<file path="config.mk">
export PLATFORM = sky130hd
export DESIGN_NAME = bc_horner_flat
export DESIGN_NICKNAME = d
export VERILOG_FILES = /design/src/rtl/bc_horner_if.sv /design/src/rtl/bc_horner.sv /design/src/flat_wrapper.sv
export SDC_FILE = /design/constraint.sdc
export NUM_CORES = 1
export LEC_CHECK = 0
export ABC_CLOCK_PERIOD_IN_PS = 2700
export CAP_MARGIN = 40
export CORE_MARGIN = 2
export CORE_UTILIZATION = 49
export CTS_CLUSTER_SIZE = 28
export DETAILED_ROUTE_END_ITERATION = 12
export PLACE_DENSITY = 0.88
export SETUP_SLACK_MARGIN = 0.4
export SLEW_MARGIN = 30
export SYNTH_ARGS = -nofsm -noshare
export SYNTH_HDL_FRONTEND = slang
export SYNTH_SLANG_ARGS = --single-unit
</file>
<file path="constraint.sdc">
create_clock -name clk -period 2.7 [get_ports clk]
set_input_delay 0.54 -clock clk [delete_from_list [all_inputs] [get_ports clk]]
set_output_delay 0.54 -clock clk [all_outputs]
set_load 0.005 [all_outputs]
</file>
<file path="src/rtl/bc_horner_if.sv">
// Control bundle between the Horner sequencer (slave side) and its host/datapath (master side).
interface bc_horner_if;
  logic       start;
  logic       Overflow;
  logic       LX;
  logic       LS;
  logic       LH;
  logic       H;
  logic [1:0] M0;
  logic [1:0] M1;
  logic [1:0] M2;
  logic       busy;
  logic       done;
  logic       ovf;

  modport master (
    output start, Overflow,
    input  LX, LS, LH, H, M0, M1, M2, busy, done, ovf
  );

  modport slave (
    input  start, Overflow,
    output LX, LS, LH, H, M0, M1, M2, busy, done, ovf
  );
endinterface

</file>
<file path="src/rtl/bc_horner.sv">
// Moore sequencer driving an external ALU datapath to evaluate A*X^2 + B*X + C by Horner's rule.
// Control outputs are registered from the next-state decode, so they track the state register exactly.
module bc_horner #(
  parameter logic H_ADD = 1'b0,
  parameter logic H_MUL = 1'b1
) (
  input  logic       clk,
  input  logic       rst,
  bc_horner_if.slave bus
);

  localparam int unsigned ST_W  = 4;
  localparam int unsigned MUX_W = 2;

  localparam logic [3:0] S_IDLE = 4'd0;
  localparam logic [3:0] S_LDX  = 4'd1;
  localparam logic [3:0] S_CLRH = 4'd2;
  localparam logic [3:0] S_LDA  = 4'd3;
  localparam logic [3:0] S_MUL1 = 4'd4;
  localparam logic [3:0] S_ADDB = 4'd5;
  localparam logic [3:0] S_MUL2 = 4'd6;
  localparam logic [3:0] S_ADDC = 4'd7;
  localparam logic [3:0] S_DONE = 4'd8;

  localparam logic [MUX_W-1:0] M0_ZERO = 2'b00;
  localparam logic [MUX_W-1:0] M0_A    = 2'b01;
  localparam logic [MUX_W-1:0] M0_B    = 2'b10;
  localparam logic [MUX_W-1:0] M0_C    = 2'b11;
  localparam logic [MUX_W-1:0] M1_M0   = 2'b00;
  localparam logic [MUX_W-1:0] M1_RX   = 2'b01;
  localparam logic [MUX_W-1:0] M1_RH   = 2'b11;
  localparam logic [MUX_W-1:0] M2_RX   = 2'b00;
  localparam logic [MUX_W-1:0] M2_M0   = 2'b01;
  localparam logic [MUX_W-1:0] M2_RS   = 2'b10;

  logic [ST_W-1:0]  r_state;
  logic [ST_W-1:0]  w_state_nxt;

  logic             r_lx;
  logic             r_ls;
  logic             r_lh;
  logic             r_h;
  logic [MUX_W-1:0] r_m0;
  logic [MUX_W-1:0] r_m1;
  logic [MUX_W-1:0] r_m2;
  logic             r_busy;
  logic             r_done;
  logic             r_ovf;

  logic             w_lx;
  logic             w_ls;
  logic             w_lh;
  logic             w_h;
  logic [MUX_W-1:0] w_m0;
  logic [MUX_W-1:0] w_m1;
  logic [MUX_W-1:0] w_m2;
  logic             w_busy;
  logic             w_done;
  logic             w_ovf_nxt;

  // Next state, control decode of that state, and sticky overflow update
  always_comb begin
    w_state_nxt = r_state;
    case (r_state)
      S_IDLE:  if (bus.start) w_state_nxt = S_LDX;
      S_LDX:   w_state_nxt = S_CLRH;
      S_CLRH:  w_state_nxt = S_LDA;
      S_LDA:   w_state_nxt = S_MUL1;
      S_MUL1:  w_state_nxt = S_ADDB;
      S_ADDB:  w_state_nxt = S_MUL2;
      S_MUL2:  w_state_nxt = S_ADDC;
      S_ADDC:  w_state_nxt = S_DONE;
      S_DONE:  w_state_nxt = S_IDLE;
      default: w_state_nxt = S_IDLE;
    endcase

    w_lx   = 1'b0;
    w_ls   = 1'b0;
    w_lh   = 1'b0;
    w_h    = H_ADD;
    w_m0   = M0_ZERO;
    w_m1   = M1_M0;
    w_m2   = M2_RX;
    w_done = 1'b0;
    w_busy = (w_state_nxt != S_IDLE);
    case (w_state_nxt)
      S_LDX:  w_lx = 1'b1;
      S_CLRH: begin
        w_lh = 1'b1;
        w_m2 = M2_M0;
      end
      S_LDA: begin
        w_ls = 1'b1;
        w_m0 = M0_A;
        w_m1 = M1_RH;
        w_m2 = M2_M0;
      end
      S_MUL1, S_MUL2: begin
        w_ls = 1'b1;
        w_h  = H_MUL;
        w_m1 = M1_RX;
        w_m2 = M2_RS;
      end
      S_ADDB: begin
        w_ls = 1'b1;
        w_m0 = M0_B;
        w_m2 = M2_RS;
      end
      S_ADDC: begin
        w_ls = 1'b1;
        w_m0 = M0_C;
        w_m2 = M2_RS;
      end
      S_DONE:  w_done = 1'b1;
      default: ;
    endcase

    // Overflow is qualified by the LS currently being presented to the datapath
    w_ovf_nxt = r_ovf;
    if ((r_state == S_IDLE) && (w_state_nxt == S_LDX)) begin
      w_ovf_nxt = 1'b0;
    end else if (r_ls && bus.Overflow) begin
      w_ovf_nxt = 1'b1;
    end
  end

  // State and output registers
  always_ff @(posedge clk or posedge rst) begin
    if (rst) begin
      r_state <= S_IDLE;
      r_lx    <= 1'b0;
      r_ls    <= 1'b0;
      r_lh    <= 1'b0;
      r_h     <= H_ADD;
      r_m0    <= M0_ZERO;
      r_m1    <= M1_M0;
      r_m2    <= M2_RX;
      r_busy  <= 1'b0;
      r_done  <= 1'b0;
      r_ovf   <= 1'b0;
    end else begin
      r_state <= w_state_nxt;
      r_lx    <= w_lx;
      r_ls    <= w_ls;
      r_lh    <= w_lh;
      r_h     <= w_h;
      r_m0    <= w_m0;
      r_m1    <= w_m1;
      r_m2    <= w_m2;
      r_busy  <= w_busy;
      r_done  <= w_done;
      r_ovf   <= w_ovf_nxt;
    end
  end

  assign bus.LX   = r_lx;
  assign bus.LS   = r_ls;
  assign bus.LH   = r_lh;
  assign bus.H    = r_h;
  assign bus.M0   = r_m0;
  assign bus.M1   = r_m1;
  assign bus.M2   = r_m2;
  assign bus.busy = r_busy;
  assign bus.done = r_done;
  assign bus.ovf  = r_ovf;

endmodule
</file>
<file path="src/flat_wrapper.sv">
// flat-port wrapper written by rule: the top's interface ports become plain ports
module bc_horner_flat 
#(
  parameter logic H_ADD = 1'b0,
  parameter logic H_MUL = 1'b1
)
  (clk, rst, bus_start, bus_Overflow, bus_LX, bus_LS, bus_LH, bus_H, bus_M0, bus_M1, bus_M2, bus_busy, bus_done, bus_ovf);
  bc_horner_if bus_i ();
  input  logic clk;
  input  logic rst;
  input wire logic [$bits(bus_i.start)-1:0] bus_start;
  input wire logic [$bits(bus_i.Overflow)-1:0] bus_Overflow;
  output wire logic [$bits(bus_i.LX)-1:0] bus_LX;
  output wire logic [$bits(bus_i.LS)-1:0] bus_LS;
  output wire logic [$bits(bus_i.LH)-1:0] bus_LH;
  output wire logic [$bits(bus_i.H)-1:0] bus_H;
  output wire logic [$bits(bus_i.M0)-1:0] bus_M0;
  output wire logic [$bits(bus_i.M1)-1:0] bus_M1;
  output wire logic [$bits(bus_i.M2)-1:0] bus_M2;
  output wire logic [$bits(bus_i.busy)-1:0] bus_busy;
  output wire logic [$bits(bus_i.done)-1:0] bus_done;
  output wire logic [$bits(bus_i.ovf)-1:0] bus_ovf;
  assign bus_i.start = bus_start;
  assign bus_i.Overflow = bus_Overflow;
  assign bus_LX = bus_i.LX;
  assign bus_LS = bus_i.LS;
  assign bus_LH = bus_i.LH;
  assign bus_H = bus_i.H;
  assign bus_M0 = bus_i.M0;
  assign bus_M1 = bus_i.M1;
  assign bus_M2 = bus_i.M2;
  assign bus_busy = bus_i.busy;
  assign bus_done = bus_i.done;
  assign bus_ovf = bus_i.ovf;
  bc_horner #(.H_ADD(H_ADD), .H_MUL(H_MUL)) u_core (.clk(clk), .rst(rst), .bus(bus_i));
endmodule
</file>
## After elaboration in Yosys (flattened, before gate mapping)

Cells that the tools add are included.

| storage, ports and cells | value |
|---|---|
| register bits after elaboration | 17 |
| bits in latches | 0 |
| RAM bits | 0 |
| memory bits (read-only) | 0 |
| bits of input ports | 4 |
| output and inout port bits | 13 |
| word-level logic and storage cells | 47 |
| memories | 0 |

| operators by class | value |
|---|---|
| add/subtract/negate cells | 0 |
| multipliers | 0 |
| div/mod/pow operators | 0 |
| order comparisons | 0 |
| equal/unequal tests | 15 |
| shifts and indexed selects | 0 |
| muxes and demuxes | 12 |
| bitwise logic cells | 0 |
| reductions and logical operators | 9 |

Operators with widths:

| operator | number |
|---|---|
| == test 4 x 3 -> 1 bit, second input constant | 8 |
| one-hot mux 4 bit (8 select lines) | 1 |
| == test 4 x 2 -> 1 bit, second input constant | 4 |
| == test 4 x 1 -> 1 bit, second input constant | 2 |
| one-hot mux 2 bit (2 select lines) | 2 |
| two-way mux 1 bit | 7 |
| one-hot mux 2 bit (3 select lines) | 1 |
| OR reduction 5 bit | 1 |
| == test 4 bit, second input constant | 1 |
| zero test 4 bit | 1 |
| two-way mux 4 bit | 1 |
| nonzero test 4 bit | 1 |
| OR reduction 2 bit | 2 |
| OR reduction 4 bit | 1 |
| logical AND 1 bit | 2 |
| nonzero test 2 bit | 1 |

## Logic depth before layout (Yosys ltp)

Gate-level depths: netlist (run 1).

| depth | value |
|---|---|
| word-level depth | 5 |
| depth in mapped cells | 3 |
| gate-level depth less buffers | 2 |

## Worst setup path after synthesis (run 1)

No wires, ideal clock.

| timing | value |
|---|---|
| path kind | register to register |
| start | register u_core.r_state[1] |
| end | register u_core.r_busy, in the netlist u_core.bus.busy |
| library setup time | 0.128 ns |
| data arrival time | 0.853 ns |
| required time | 2.572 ns |
| slack | 1.719 ns |
| cell stages (with the launch flop) | 4 |
| clock period less this slack | 0.981 ns |
| path through | dfrtp_1 -> buf_6 -> nor3_1 -> a21oi_1 |

| on the way | value |
|---|---|
| word-level cells in the longest chain between the ends | 3 |
| elaborated cells on any way between the ends | 11 |
| classes of those cells | 7 x eq/ne; 2 x mux; 2 x reduce/logical |

Ends and longest elaborated chain:

| what | RTL line | RTL |
|---|---|---|
| start: declaration | bc_horner.sv:36 | `logic [ST_W-1:0] r_state;` |
| start signal: assignment | bc_horner.sv:142 | `r_state <= w_state_nxt;` |
| == test 4 x 3 -> 1 bit (tied with other cells) | bc_horner.sv:64 | `case (r_state)` |
| one-hot mux 4 bit (8 select lines) * | bc_horner.sv:64 |  |
| nonzero test 4 bit * | bc_horner.sv:85 | `w_busy = (w_state_nxt != S_IDLE);` |
| via u_core.w_busy | bc_horner.sv:57 | `logic w_busy;` |
| end signal: assignment | bc_horner.sv:150 | `r_busy <= w_busy;` |
| end: declaration | bc_horner.sv:46 | `logic r_busy;` |

The timed path passes the listed nets; every way through them passes the cells marked *.
A chain may end at the register's enable or synchronous reset.

## Final worst setup path (run 1)

| timing | value |
|---|---|
| start | register u_core.r_m0[1], in the netlist u_core.bus.M0[1] |
| end | output port bus_M0[1] |

RTL lines:

| what | RTL line | RTL |
|---|---|---|
| start: declaration | bc_horner.sv:43 | `logic [MUX_W-1:0] r_m0;` |
| start signal: assignment | bc_horner.sv:147 | `r_m0 <= w_m0;` |
| end: declaration | flat_wrapper.sv:17 | `output wire logic [$bits(bus_i.M0)-1:0] bus_M0;` |

No word-level cell between the ends.

==> qor.txt, run 1 <==
total global-route track usage: 0.166
Syn Inst Count: 50
Setup TNS: 0 ns
IO Count: 17
grt total ovfl: 0
Root Buffer: clkbuf_4
min-delay worst type: flip-flop to flip-flop
Synth cell types: 23
highest clock rate: 0.596 GHz
clock tree buffer depth: 2
sequential-to-total area share from yosys stat: 0.633
hold_buf cts: 0
Clock Skew: 0.00126 ns
Worst-path clk slew: 0.09 ns
min cycle time layout: 1.68 ns
final hold viol count: 0
Core Area: 1280 sq um
CP Cell Sequence: clkdlybuf4s50_1
Seq cells post-synth: 17
Max FO, Critical Path: 1
Ant. Diodes: 0
area grow syn2layout: 25.9%
synthesized cell area: 672 sq um
fillers: 102
post-CTS sizing: 0
outcome: complete, no violations
switching portion of total power: 0.329
slew margin rel.: 0.594
fin nets: 71
final WL: 1040 um
Finished Core Util: 0.658
average cell area after synthesis: 13.4 sq um
WP data arrival: 1.14 ns
PD cells: 1200 nW/um^2
RSZ-0062 raised after global routing: no
Via density: 5.28
placed cell areas: 820 sq um
dpl hpwl: 742 um
Async SR Flop Fraction: 1.00
wire per inst: 12.8 um
Startpoint Class: flip-flop
WP buf/inv: 1
drt drc: 0
initial antenna violation count: 0
Finished Cell Area: 846 sq um
DRT antenna net count: 0
syn nets: 54
post-synth top area share: 0.633
# clock sinks: 17
via count of the routed design: 428
most frequent cell after synthesis: dfrtp_1
setup repair bufs after CTS: 0
share of layout cells above drive strength 1: 0.121
Crit path largest cell delay: 0.51 ns
DIE AREA: 1680 sq um
row count: 13
final setup vio count: 0
Critical Setup Path Class: flip-flop to output port
YS warnings: 0
Leak Pwr: 0.369 nW
Initial Utilization: 0.523
Iteration-0 DRC Markers: 8
peak supply drop: 0.000667 V
number of flops mapped to enable cells by yosys: 0
Critical Path RT: 2.16 ns
first-pass GRT wire length: 1750 um
cell accounting for the most synthesized area: dfrtp_1
largest cells by area after synthesis: dfrtp_1, nor4b_2, nor4b_4, a21oi_1, xnor2_1
Synth top cells by count: dfrtp_1, a21oi_1, nor3_1
die height: 41.0 um
port bufs: 16
dominant synthesized flop cell: dfrtp_1
Worst-Skew Late Latency: 0.28 ns
RD Place Congestion: 0.787
Switch Pwr: 332 uW
largest net degree at the start of global routing: 18
cts bufs inserted: 3
Worst Tran Pin Value: 0.609 ns
max-cap violations: 0
vias in the first global route: 369
Pre-Repair DR Iteration Count: 4
Pins Over Slew Limit: 0
sequential share of power: 0.477
H-tree depth: 1
crit path capture type: output port
Pint: 679 uW
Gate power share: 0.395
clock share of power: 0.128
die width: 41.0 um
slowest library cell on the worst path: clkdlybuf4s50_1
final critical-path share of the clock period: 0.621
crit-path leading delay family: buffers and inverters
CTS tree: built
worst hold margin: 0.566 ns
## cell usage in the layout (no fill, tap or decap), types with 2 or more instances in the layout
cell type	instances
xnor2_1	2
nor4b_2	2
inv_1	2
a31oi_1	2
dfrtp_1	17
a21oi_1	4
nor2_1	2
clkdlybuf4s50_1	16
nor3_1	3
clkbuf_4	3
## final timing paths
path	start	cells past startpoint	to	slack (ns)
worst min register to register	u_core.bus.ovf	2	u_core.bus.ovf	0.57
worst max register to register	u_core.r_state[1]	2	u_core.r_state[3]	1.52
max in group asynchronous	rst	2	u_core.bus.busy	1.67
worst min-delay path	u_core.bus.ovf	2	u_core.bus.ovf	0.57
worst max-delay path	u_core.bus.M0[1]	1	bus_M0[1]	1.02
min in group asynchronous	rst	2	u_core.bus.M0[0]	0.63
## through the flow
stage                     total power [mW]  setup WS [ns]  instances
after floorplan                      0.722           1.72         50
after global placement               0.873           1.29         77
after detailed placement             0.894           1.24         77
after CTS                             1.02           1.01         81
after global routing                  1.09          0.975         81
final                                 1.01           1.02         81
## power groups by stage
stage | logic, mW | registers, mW | clock network (mW)
floorplan | 0.295 | 0.427 | 0
global placement | 0.391 | 0.482 | 0
detailed placement | 0.403 | 0.492 | 0
CTS | 0.407 | 0.482 | 0.131
global route | 0.445 | 0.508 | 0.140
finish | 0.400 | 0.482 | 0.129
## cell families after synthesis
| group | count (synthesis) | share of synthesized area |
|---|---|---|
| AO/OA/AOI/OAI | 10 | 0.0987 |
| XOR/XNOR | 2 | 0.0261 |
| buffers and inverters | 7 | 0.0633 |
| flip-flops | 17 | 0.633 |
| AND/OR/NAND/NOR | 14 | 0.179 |
## cell type report
cell class | instances | area [sq um] | area share
repair buffers | 16 | 160 | 0.189
well taps | 15 | 18.8 | 0.0222
clock buffers | 4 | 26.3 | 0.0311
multi-input cells | 26 | 204 | 0.241
inverters | 3 | 11.3 | 0.0133
flip-flops and latches | 17 | 425 | 0.503
## registers in the layout (all words and copies together), names as in the netlist, 2 cells and up
signal,cells
u_core.bus.M1,2
u_core.r_state,4
u_core.bus.M2,2
u_core.bus.M0,2
## metal layers
| layer | vias up | GRT usage | routed length, um |
|---|---|---|---|
| met2 | 11 | 0.254 | 531 |
| met4 | 0 | 0.100 | 23 |
| li1 | 205 | - | - |
| met5 | - | 0 | 0 |
| met1 | 208 | 0.211 | 441 |
| met3 | 4 | 0.0380 | 42 |
Note: power is estimated with default switching activity, not from simulation.
==> run 2, diff against run 1 <==
--- a/config.mk
+++ b/config.mk
@@ -5,13 +5,13 @@
 export SDC_FILE = /design/constraint.sdc
 export NUM_CORES = 1
 export LEC_CHECK = 0
-export ABC_CLOCK_PERIOD_IN_PS = 2700
+export ABC_CLOCK_PERIOD_IN_PS = 1400
 export CAP_MARGIN = 40
 export CORE_MARGIN = 2
-export CORE_UTILIZATION = 49
+export CORE_UTILIZATION = 41
 export CTS_CLUSTER_SIZE = 28
 export DETAILED_ROUTE_END_ITERATION = 12
-export PLACE_DENSITY = 0.88
+export PLACE_DENSITY = 0.79
 export SETUP_SLACK_MARGIN = 0.4
 export SLEW_MARGIN = 30
 export SYNTH_ARGS = -nofsm -noshare
==> constraint.sdc (replaced) <==
create_clock -name clk -period 1.4 [get_ports clk]
set_input_delay 0.28 -clock clk [delete_from_list [all_inputs] [get_ports clk]]
set_output_delay 0.28 -clock clk [all_outputs]
set_load 0.005 [all_outputs]
==> run 2 against run 1 <==
Effect of this change: worst hold slack worse by 0.27 ns; largest power group is now combinational cells; final cell count rose by 15%; power rose by 110%; largest cell class unchanged; design area increased by 6.1%; global-route usage shrank 3.7 points; critical path depth unchanged.
==> qor.txt, run 2 (same netlist as run 1, synthesis figures left out) <==
outcome: complete, no violations
Pre-Repair DR Iteration Count: 4 (unchanged)
Crit path largest cell delay: 0.38 ns (-0.13 ns)
final hold viol count: 0 (unchanged)
met2 GRT Util: 0.200 (-0.0539)
Iteration-0 DRC Markers: 5 (-3)
crit-path leading delay family: flip-flops
Worst-path clk slew: 0.09 ns (about the same)
Leak Pwr: 0.435 nW (+18%)
final setup vio count: 0 (unchanged)
Core Area: 1520 sq um (+19%)
Root Buffer: clkbuf_4
final std cells w/o fill: 93 (+15%)
Critical Path RT: 1.12 ns (-1.04 ns)
min cycle time layout: 1.07 ns
switching portion of total power: 0.349 (+0.0203)
Clock Skew: 0.00350 ns (+0.00223 ns)
Max FO, Critical Path: 2 (+1)
drt drc: 0 (unchanged)
PnR worst setup slack: 0.329 ns (-0.694 ns)
Initial Utilization: 0.441 (-0.0820)
crit path capture type: output port
Critical Setup Path Class: flip-flop to output port
first-pass GRT wire length: 1770 um (+1.2%)
Finished Core Util: 0.589 (-0.0696)
Ant. Diodes: 0 (unchanged)
DRT antenna net count: 0 (unchanged)
Via density: 5.12 (-3.1%)
WP data arrival: 0.79 ns (-0.35 ns)
RSZ-0062 raised after global routing: yes
Gate power share: 0.447 (+0.052)
highest clock rate: 0.934 GHz
final critical-path share of the clock period: 0.765
DIE AREA: 1980 sq um (+18%)
slowest library cell on the worst path: dfrtp_1
PD cells: 2320 nW/um^2 (+94%)
Setup TNS: 0 ns (unchanged)
slew margin rel.: 0.849 (+0.255)
die width: 44.5 um (+8.4%)
hold_buf cts: 0 (unchanged)
WP buf/inv: 1 (unchanged)
initial antenna violation count: 0 (unchanged)
Worst-Skew Late Latency: 0.28 ns (about the same)
Critical path origin: u_core.bus.LS
Worst Tran Pin Value: 0.225 ns (-0.384 ns)
fin nets: 82 (+15%)
max-cap violations: 0 (unchanged)
IO Count: 17 (unchanged)
area grow syn2layout: 33.5%
via count of the routed design: 476 (+11%)
min-delay worst type: input port to async pin
Pint: 1.35 mW (+99%)
M1 GR Usage: 0.158 (-0.0534)
gr busiest metal: met2
grt total ovfl: 0 (unchanged)
clock share of power: 0.120 (-0.008)
Switch Pwr: 726 uW (+120%)
sequential share of power: 0.433 (-0.044)
row count: 14 (+1)
most frequent cells in the layout: buf_2, dfrtp_1, buf_4, dfrtp_2
die height: 44.5 um (+8.4%)
dpl cells: 79 (+2.6%)
peak supply drop: 0.000935 V (+40%)
RD Place Congestion: 0.701 (-11%)
Pins Over Slew Limit: 0 (unchanged)
max reg flops: 4 (unchanged)
final WL: 1180 um (+13%)
cts bufs inserted: 3 (unchanged)
share of layout cells above drive strength 1: 0.519 (+0.398)
CP Cell Sequence: buf_2
H-tree depth: 1 (unchanged)
worst r2r src: u_core.r_state[3]
fillers: 123 (+21%)
dpl hpwl: 712 um (-4.0%)
CTS tree: built
largest net degree at the start of global routing: 18 (unchanged)
# clock sinks: 17 (unchanged)
clock tree buffer depth: 2 (unchanged)
Power Total: 2.08 mW (+110%)
port bufs: 16 (unchanged)
vias in the first global route: 397 (+7.6%)
Startpoint Class: flip-flop
total global-route track usage: 0.129 (-0.0368)
met3 GRT Util: 0.0286 (-0.00947)
Biggest register: u_core.r_state
wire per inst: 12.7 um (-1.3%)
DP Worst Slack: 0.222 ns (-1.02 ns)
run 2: cell count changes in the layout (fill, tap and decap cells not counted), moves of 2 or more:
cell | previous run | this run
buf_2 | 0 | 13
buf_6 | 0 | 2
dfrtp_1 | 17 | 13
buf_4 | 0 | 9
a21oi_1 | 4 | 2
a21oi_2 | 0 | 2
clkdlybuf4s50_1 | 16 | 3
dfrtp_2 | 0 | 4
run 2: timing repair:
item,4_1_cts,5_1_grt
setup endpoints to repair,27,24
endpoints found under the hold margin,0,0
setup buffers,5,5
gates resized for setup,58,11
pin swaps,0,2
run 2: layer usage:
layer  vias to the layer above  wire (um)
li1                        229          -
met1                       231        520
met2                        14        583
met3                         2         53
met4                         0         19
met5                         -          0
run 2: layout make-up:
| type | instances | area (sq um) | area share |
|---|---|---|---|
| clock buffers | 4 | 26.3 | 0.0293 |
| inverters | 3 | 11.3 | 0.0126 |
| well taps | 16 | 20.0 | 0.0223 |
| multi-input cells | 26 | 224 | 0.250 |
| flip-flops and latches | 17 | 430 | 0.480 |
| repair buffers | 27 | 185 | 0.206 |
run 2: power groups by stage:
stage,clock (mW),sequential (mW),combinational (mW)
2_1_floorplan,0,0.824,0.568
3_3_place_gp,0,0.932,0.762
3_5_place_dp,0,0.934,0.781
4_1_cts,0.254,0.914,0.773
5_1_grt,0.288,0.923,1.03
6_report,0.250,0.900,0.929
run 2: final timing paths:
path	endpoint	slack (ns)	depth (start not counted)
setup / recovery	bus_LS	0.33	1
hold / removal	u_core.bus.M0[0]	0.29	3
setup reg to reg	u_core.bus.LX	0.40	2
hold reg to reg	u_core.bus.ovf	0.55	2
max in group asynchronous	u_core.r_state[2]	0.91	3
min in group clk	u_core.bus.ovf	0.55	2
run 2: through the flow:
step | cell area, sq um | hold slack (ns)
3_5_place_dp | 828 | 0.539
5_1_grt | 897 | 0.318
2_1_floorplan | 672 | 0.206
3_3_place_gp | 828 | 0.541
6_report | 897 | 0.293
4_1_cts | 836 | 0.300
==> run 3, diff against run 2 <==
--- a/config.mk
+++ b/config.mk
@@ -5,7 +5,7 @@
 export SDC_FILE = /design/constraint.sdc
 export NUM_CORES = 1
 export LEC_CHECK = 0
-export ABC_CLOCK_PERIOD_IN_PS = 1400
+export ABC_CLOCK_PERIOD_IN_PS = 900
 export CAP_MARGIN = 40
 export CORE_MARGIN = 2
 export CORE_UTILIZATION = 41
==> constraint.sdc (replaced) <==
create_clock -name clk -period 0.9 [get_ports clk]
set_input_delay 0.18 -clock clk [delete_from_list [all_inputs] [get_ports clk]]
set_output_delay 0.18 -clock clk [all_outputs]
set_load 0.005 [all_outputs]
==> run 3 against run 2 <==
Effect of this change: the run now ends with negative setup slack left; non-clock buffer count grew 3; critical path depth up 2; sequential power increased by 49%; clock skew increased by 0.0037 ns; worst hold slack worse by 0.079 ns; flip-flop and latch count unchanged; worst setup slack lost 0.46 ns; largest power group unchanged.
==> qor.txt, run 3 (same netlist as run 1, synthesis figures left out) <==
RD Place Congestion: 0.753 (+7.5%)
Multi-input gate area: 265 sq um (+18%)
Iteration-0 DRC Markers: 1 (-4)
Max FO, Critical Path: 5 (+3)
DP Worst Slack: -0.225 ns (-0.447 ns)
max-cap violations: 0 (unchanged)
Biggest register: u_core.r_state
drt drc: 0 (unchanged)
commonest non-fill, non-tap cell in the layout: dfrtp_1
met2 WL: 809 um (+39%)
IO Count: 17 (unchanged)
Root Buffer: clkbuf_4
outcome: finished with violations
CTS tree: built
via count of the routed design: 476 (unchanged)
Critical Path RT: 1.12 ns (about the same)
most frequent cells in the layout: dfrtp_1, buf_2, buf_4, buf_6
Ant. Diodes: 0 (unchanged)
Leak Pwr: 0.476 nW (+9.6%)
cts bufs inserted: 3 (unchanged)
Core Area: 1520 sq um (unchanged)
die height: 44.5 um (unchanged)
Startpoint Class: flip-flop
peak supply drop: 0.00232 V (+150%)
share of layout cells above drive strength 1: 0.563 (+0.0430)
slew margin rel.: 0.849 (about the same)
Critical Setup Path Class: flip-flop to flip-flop
clock tree buffer depth: 2 (unchanged)
Pre-Repair DR Iteration Count: 2 (-2)
fin nets: 85 (+3.7%)
fillers: 124 (+0.81%)
H-tree depth: 1 (unchanged)
highest clock rate: 0.967 GHz
final critical-path share of the clock period: 1.15
M1 wire length: 501 um (-3.7%)
PD cells: 3710 nW/um^2 (+60%)
WP data arrival: 1.25 ns (+0.46 ns)
Worst-Skew Late Latency: 0.28 ns (about the same)
DRT antenna net count: 0 (unchanged)
Reg area: 429 sq um (-0.29%)
min-delay worst type: input port to async pin
metal3 WL: 44 um (-17%)
wire per inst: 14.1 um (+12%)
dpl hpwl: 979 um (+37%)
worst hold margin: 0.214 ns (-0.0791 ns)
DIE AREA: 1980 sq um (unchanged)
Via density: 4.96 (-3.1%)
max reg flops: 4 (unchanged)
first-pass GRT wire length: 2180 um (+23%)
final hold viol count: 0 (unchanged)
# clock sinks: 17 (unchanged)
PnR worst setup slack: -0.134 ns (-0.463 ns)
final WL: 1360 um (+15%)
initial antenna violation count: 0 (unchanged)
largest net degree at the start of global routing: 18 (unchanged)
grt total ovfl: 0 (unchanged)
Worst-path clk slew: 0.10 ns (about the same)
violated checks: negative setup slack
Setup TNS: -1.79 ns (-1.79 ns)
Finished Core Util: 0.648 (+0.0591)
row count: 14 (unchanged)
RSZ-0062 raised after global routing: yes
min cycle time layout: 1.03 ns
Clock Skew: 0.00716 ns (+0.00366 ns)
hold_buf cts: 0 (unchanged)
die width: 44.5 um (unchanged)
Top Layer Used: met3
Worst Tran Pin Value: 0.225 ns (+0.000726 ns)
port bufs: 16 (unchanged)
final setup vio count: 28 (+28)
area grow syn2layout: 46.9%
vias in the first global route: 514 (+29%)
total global-route track usage: 0.157 (+0.0275)
crit path capture type: flip-flop
Initial Utilization: 0.441 (unchanged)
Pins Over Slew Limit: 0 (unchanged)
## run 3: worst max-delay path, stage by stage (launching register included)
cell and delay (ns):
dfrtp_1 0.45, buf_6 0.17, nor4b_4 0.24, a21o_1 0.12
## run 3: area by class of cell
class	instances	share of cell area
sequential	17	0.435
clock buffer	4	0.0266
inverter	3	0.0114
multi-input combinational	26	0.269
timing repair buffer	30	0.238
tap	16	0.0203
## run 3: what timing repair did
action                                  in CTS  in global routing
endpoints found under the setup margin      30                 30
gates cloned                                 0                  0
pin swaps                                    7                  3
buffers inserted                             2                  1
gates resized for setup                     62                  6
## run 3: layer usage
metal	GRT usage	up-vias
met3	0.0245	0
met4	0.0545	0
li1	-	230
met2	0.310	8
met5	0	-
met1	0.161	238
## run 3: final timing paths
path / endpoint / depth (start not counted) / slack, ns / from
min reg2reg: u_core.bus.LH / 1 / 0.52 / u_core.r_state[1]
min: u_core.bus.LH / 3 / 0.21 / rst
max: u_core.bus.M2[0] / 3 / -0.13 / u_core.r_state[2]
min in group clk: u_core.bus.LH / 1 / 0.52 / u_core.r_state[1]
max reg2reg: u_core.bus.M2[0] / 3 / -0.13 / u_core.r_state[2]
max in group asynchronous: u_core.r_state[3] / 3 / 0.55 / rst
## run 3: where the power goes
group	internal [mW]	leakage, nW	total [mW]	switching [mW]
Sequential	1.10	0.209	1.34	0.235
Combinational	1.11	0.253	1.93	0.824
Clock	0.172	0.0150	0.392	0.221
## run 3: per-stage QoR
step / area [sq um] / total power [mW] / std cells
finish: 987 / 3.66 / 96
global route: 987 / 3.89 / 96
CTS: 947 / 3.49 / 95
detailed placement: 935 / 3.10 / 89
global placement: 935 / 3.01 / 89
floorplan: 704 / 2.29 / 50
